## config.mk

```make
export PLATFORM = sky130hd
export DESIGN_NAME = circuit7_div_sched
export DESIGN_NICKNAME = d
export VERILOG_FILES = /design/src/rtl/circuit7_div_sched.sv
export SDC_FILE = /design/constraint.sdc
export NUM_CORES = 2
export LEC_CHECK = 0
export CAP_MARGIN = 10
export CORE_ASPECT_RATIO = 0.6
export CORE_UTILIZATION = 60
export CTS_BUF_LIST = sky130_fd_sc_hd__clkbuf_4
export DETAILED_ROUTE_END_ITERATION = 8
export GPL_TIMING_DRIVEN = 0
export PLACE_DENSITY = 0.84
export REMOVE_ABC_BUFFERS = 1
export SLEW_MARGIN = 40
export SYNTH_ARGS = -nofsm -noshare
export SYNTH_HDL_FRONTEND = slang
export SYNTH_SLANG_ARGS = --single-unit
```

## constraint.sdc

```tcl
create_clock -name Clk -period 7.9 [get_ports Clk]
set_input_delay 2.37 -clock Clk [delete_from_list [all_inputs] [get_ports Clk]]
set_output_delay 2.37 -clock Clk [all_outputs]
set_load 0.02 [all_outputs]
```

## src/rtl/circuit7_div_sched.sv

```systemverilog
//==============================================================================
// Module   : circuit7_div_sched
// Purpose  : Sequencing controller for the Circuit7 datapath. Computes
//            z = (a mod b == zero) ? a/b : c/d using one shared iterative
//            restoring divider (one quotient bit per cycle). The divider runs
//            an a/b pass (quotient e, remainder g) and then a c/d pass
//            (quotient f). Start/done handshake; z is registered.
// Options  : CIRCUIT7_SKIP_DIV_EN - when defined, the c/d pass is skipped
//            whenever g equals zero. This gives data-dependent latency.
//            Undefined (default): constant-time, both passes always run.
// Revision : 1.0 - initial release
//==============================================================================
`default_nettype none

module circuit7_div_sched #(
  parameter int DATAWIDTH = 64
) (
  input  logic                 Clk,
  input  logic                 Rst,
  input  logic                 start,
  input  logic [DATAWIDTH-1:0] a,
  input  logic [DATAWIDTH-1:0] b,
  input  logic [DATAWIDTH-1:0] c,
  input  logic [DATAWIDTH-1:0] d,
  input  logic [DATAWIDTH-1:0] zero,
  output logic                 busy,
  output logic                 done,
  output logic                 div0,
  output logic [DATAWIDTH-1:0] z
);

  // The step counter covers 0..DATAWIDTH-1 and is one bit wider than needed,
  // so it can never wrap inside a pass.
  localparam int                 CNT_W     = $clog2(DATAWIDTH) + 1;
  localparam logic [CNT_W-1:0]   LAST_STEP = CNT_W'(DATAWIDTH - 1);

  typedef enum logic [1:0] {
    IDLE   = 2'd0,
    DIV_AB = 2'd1,
    DIV_CD = 2'd2,
    SELECT = 2'd3
  } state_t;

  state_t               state_q;

  // Shared divider: quo_q shifts the dividend out at the top while quotient
  // bits enter at the bottom; rem_q holds the partial remainder.
  logic [DATAWIDTH-1:0] rem_q;
  logic [DATAWIDTH-1:0] quo_q;
  logic [DATAWIDTH-1:0] dvsr_q;
  logic [CNT_W-1:0]     cnt_q;

  // Operands still needed after the a/b pass has been loaded.
  logic [DATAWIDTH-1:0] c_q;
  logic [DATAWIDTH-1:0] d_q;
  logic [DATAWIDTH-1:0] zero_q;
  logic                 b_zero_q;
  logic                 cd_ran_q;

  // Pass results.
  logic [DATAWIDTH-1:0] e_q;
  logic [DATAWIDTH-1:0] f_q;
  logic [DATAWIDTH-1:0] g_q;

  // Registered outputs.
  logic [DATAWIDTH-1:0] z_q;
  logic                 done_q;
  logic                 div0_q;

  // Next values of one restoring step.
  logic [DATAWIDTH:0]   rem_shift_d;
  logic [DATAWIDTH-1:0] trial_d;
  logic [DATAWIDTH-1:0] rem_d;
  logic [DATAWIDTH-1:0] quo_d;
  logic                 fits_d;
  logic                 last_d;

  // One restoring division step: shift in the next dividend bit, trial
  // subtract, and keep the difference only if it did not go negative. A zero
  // divisor always "fits", yielding all-ones quotient and remainder = dividend.
  always_comb begin
    rem_shift_d = {rem_q, quo_q[DATAWIDTH-1]};
    fits_d      = (rem_shift_d >= {1'b0, dvsr_q});
    // When the divisor fits, the difference is below the divisor, so the
    // low DATAWIDTH bits of the shifted remainder are enough.
    trial_d     = rem_shift_d[DATAWIDTH-1:0] - dvsr_q;
    rem_d       = fits_d ? trial_d : rem_shift_d[DATAWIDTH-1:0];
    quo_d       = {quo_q[DATAWIDTH-2:0], fits_d};
    last_d      = (cnt_q == LAST_STEP);
  end

  // Controller FSM, divider datapath and registered outputs.
  always_ff @(posedge Clk) begin
    if (!Rst) begin
      state_q  <= IDLE;
      rem_q    <= '0;
      quo_q    <= '0;
      dvsr_q   <= '0;
      cnt_q    <= '0;
      c_q      <= '0;
      d_q      <= '0;
      zero_q   <= '0;
      b_zero_q <= 1'b0;
      cd_ran_q <= 1'b0;
      e_q      <= '0;
      f_q      <= '0;
      g_q      <= '0;
      z_q      <= '0;
      done_q   <= 1'b0;
      div0_q   <= 1'b0;
    end else begin
      done_q <= 1'b0;
      case (state_q)
        IDLE: begin
          if (start) begin
            quo_q    <= a;
            rem_q    <= '0;
            dvsr_q   <= b;
            cnt_q    <= '0;
            c_q      <= c;
            d_q      <= d;
            zero_q   <= zero;
            b_zero_q <= (b == '0);
            cd_ran_q <= 1'b0;
            state_q  <= DIV_AB;
          end
        end

        DIV_AB: begin
          if (last_d) begin
            e_q    <= quo_d;
            g_q    <= rem_d;
            // Reload the divider with c/d straight away; harmless if the
            // pass ends up being skipped.
            quo_q  <= c_q;
            rem_q  <= '0;
            dvsr_q <= d_q;
            cnt_q  <= '0;
`ifdef CIRCUIT7_SKIP_DIV_EN
            if (rem_d == zero_q) begin
              state_q <= SELECT;
            end else begin
              cd_ran_q <= 1'b1;
              state_q  <= DIV_CD;
            end
`else
            cd_ran_q <= 1'b1;
            state_q  <= DIV_CD;
`endif
          end else begin
            quo_q <= quo_d;
            rem_q <= rem_d;
            cnt_q <= cnt_q + CNT_W'(1);
          end
        end

        DIV_CD: begin
          if (last_d) begin
            f_q     <= quo_d;
            state_q <= SELECT;
          end else begin
            quo_q <= quo_d;
            rem_q <= rem_d;
            cnt_q <= cnt_q + CNT_W'(1);
          end
        end

        SELECT: begin
          z_q     <= (g_q == zero_q) ? e_q : f_q;
          div0_q  <= b_zero_q | ((d_q == '0) & cd_ran_q);
          done_q  <= 1'b1;
          state_q <= IDLE;
        end

        default: begin
          state_q <= IDLE;
        end
      endcase
    end
  end

  assign busy = (state_q != IDLE);
  assign done = done_q;
  assign div0 = div0_q;
  assign z    = z_q;

endmodule

`default_nettype wire

```

==> results.cfg <==
[global_route]
grt_pass1_wl_mm = 147
grt_overflow = 0
antenna_found_initial = 7
track_usage_pct = 36.1
grt_pass1_vias = 26500
grt_max_degree = 81

[worst_setup_path]
r2r-start = dvsr_q[4]
crit_chain = inv_1 > ha_4 > inv_1 > clkdlybuf4s50_1
cp.required_ns = 5.53
path_max_fanout = 4
crit_path_end_kind = primary output
worst-path-buf-inv = 3
cpMaxStageDelayCell = clkdlybuf4s50_1
cp_common_cell = inv_1
start_kind = flip-flop
arrival_ns = 2.41
rr_worst_depth = 15
worstSetupPathType = flip-flop to primary output
rrSetupSlack_ns = 3.23
critPathTopFamily = buffers and inverters
rr_endpoint = g_q[27]
max_stage_delay_ns = 0.62

[drt]
via_count = 28900
routed_via_density = 5.87
drt_first_pass_iters = 7
avgRoutedWirePerCell_um = 19.3
drtIter0Drc = 2804
drtAntennaViolNets = 0
drcViolationCount = 0
wl_mm = 94.7

[floorplan]
die_h_um = 176
io_pins = 390
start_util_pct = 60.9
die_area_um2 = 51200
design.core.area_um2 = 49500
rows = 63
die_w_um = 291

[sta]
setup_viol_count_final = 0
timing.max_slew.rel_slack_pct = 37.0
worst_hold_slack_ns = 0.454
rsz0062_at_grt = false
fin_crit_sh_pct = 60.5
fin_crit_ns = 4.78
tightest_slew_ns = 0.919
skew_ns = 0.0467
fin_setup_tns_ns = 0
hold_viol = 0
max_freq_ghz = 0.209
drv_slew = 0
worst_slack_ns = 3.12

[power_and_ir_drop]
p_leak_nw = 14.4
power_density_nw_per_um2 = 324
ir_drop_uv = 248

[cts]
cts_buffer_depth = 3
cts_root_buf = clkbuf_4
clock_latency_ns = 0.89
path_clk_slew_ns = 0.07
h-tree-depth = 4
cts_made_buffers = 149
cts_hold_buf = 0
cts_resized = 0
cts_num_sinks = 653
cts_tree = done
cts_setup_buffers = 0

[placed_design]
dp_hpwl_mm = 68.3
placed_cells = 4665
preCtsSetupSlack_ns = 2.65
place.gp.congestion = 1.02
port_buffers = 389

[cells_and_area]
syn_to_final_growth_pct = 22.4
fin_cells = 4919
final_cell_mix = nand2_1 (834), dfxtp_1 (653), a21oi_1 (530), clkdlybuf4s50_1 (388), nor2_1 (311)
final_common_cell = nand2_1
fin_util_pct = 74.5
layout-drive-gt1-share_pct = 8.21
nets = 4560

[min_path]
hold_start = f_q[23]
hold_end = f_q[23]
hold_depth = 2
min_path_type = flip-flop to flip-flop

[logic_synthesis]
synth_top_area_cell = dfxtp_1
ys_ff_latch = 653
yosys.cell_types.count = 71
synthXorXnorAreaFrac_pct = 3.51
synth_top_area_share_pct = 43.4
syn_avg_cell_area_um2 = 7.88
yosysSeqAreaShare_pct = 43.4
synth_simple_gate_area_share_pct = 18.8
yosys_warnings = 0
syn_area_um2 = 30200
synth-compound-area-share_pct = 20.1
muxShareOfSynthArea_pct = 6.22
synthArstFlopShare_pct = 0
synth_top_family_by_area = compound AO/OA/AOI/OAI gates
synthAdderAreaFrac_pct = 2.97
ys.flop_type = dfxtp_1
synth_area_leaders = dfxtp_1 (43%), nand2_1 (10%), a21oi_1 (8.8%), mux2i_1 (6.1%), a211oi_1 (5.1%)
synth-edff-count = 0
syn_inst = 3826

[run]
maxCapViolCount = 0

[status]
status = finished clean
metrics by stage:
stage,power (mW),cell area (um2)
global placement,9.14,33700
detailed placement,9.15,35000
finish,12.0,36900
floorplan,7.54,29000
CTS,11.8,36900
global route,12.6,36900
worst max path at each step:
stage	startpoint	end	slack [ns]	cells after the start
after global placement	cnt_q[0]	rem_q[47]	-17.01	7
after global routing	state_q[0]	busy	2.99	4
final	state_q[0]	busy	3.12	4
after detailed placement	start	rem_q[58]	2.65	9
after CTS	state_q[0]	busy	3.10	4
after floorplan	g_q[55]	z[0]	-2.78	6
kinds of logic (layout without fill, tap and decap cells):
group | after synthesis | in the layout
fa+ha+maj | 71 | 71
xor+xnor | 121 | 121
flops | 653 | 653
compound gates | 1029 | 1029
mux | 187 | 187
other cells | 0 | 8
buf+inv | 385 | 820
simple gates | 1380 | 1380
registers in the layout, summed over array words and instances, names as in the netlist, 2 cells and up:
| register | count |
|---|---|
| c_q | 64 |
| cnt_q | 7 |
| d_q | 64 |
| dvsr_q | 64 |
| e_q | 64 |
| f_q | 64 |
| g_q | 64 |
| quo_q | 64 |
| rem_q | 64 |
| state_q | 2 |
| z | 64 |
| zero_q | 64 |
worst min-delay path: stages, from the launching register on:
cell	delay [ns]
dfxtp_1	0.30
nand2_1	0.05
a21oi_1	0.05
where the power goes:
group	switching [mW]	internal (mW)
Clock	1.35	1.36
Combinational	3.11	1.81
Sequential	0.450	3.87
Total	4.90	7.05
cell usage after synthesis (all sizes together), types with 5 or more instances:
| cell type | n |
|---|---|
| ha | 70 |
| nor2b | 6 |
| inv | 100 |
| o31ai | 12 |
| and2 | 6 |
| o21bai | 24 |
| a21o | 19 |
| nor3b | 7 |
| mux2i | 184 |
| a31oi | 9 |
| nand2 | 837 |
| xnor2 | 37 |
| a211oi | 208 |
| dfxtp | 653 |
| nand3 | 23 |
| nand4 | 38 |
| nor3 | 74 |
| o21ai | 173 |
| clkbuf | 244 |
| xor2 | 84 |
| a21oi | 530 |
| nor2 | 313 |
| a21boi | 5 |
| a32oi | 6 |
| nor4 | 54 |
| a221oi | 5 |
| o21a | 11 |
| buf | 41 |
area by class of cell:
type | count | area, um2
antenna | 8 | 20.0
clock buffer | 213 | 1600
clock inverter | 33 | 236
fill | 3820 | 12600
inverter | 100 | 383
multi-input combinational | 2788 | 15700
sequential | 653 | 13100
tap | 650 | 813
timing repair buffer | 474 | 5070
layer usage:
layer,part of all wire (%),GRT usage [%]
met5,0,0
met1,45,51.6
met4,2.4,11.5
met2,40,49.8
met3,12,13.6
Power figures use the tool's default switching activity.
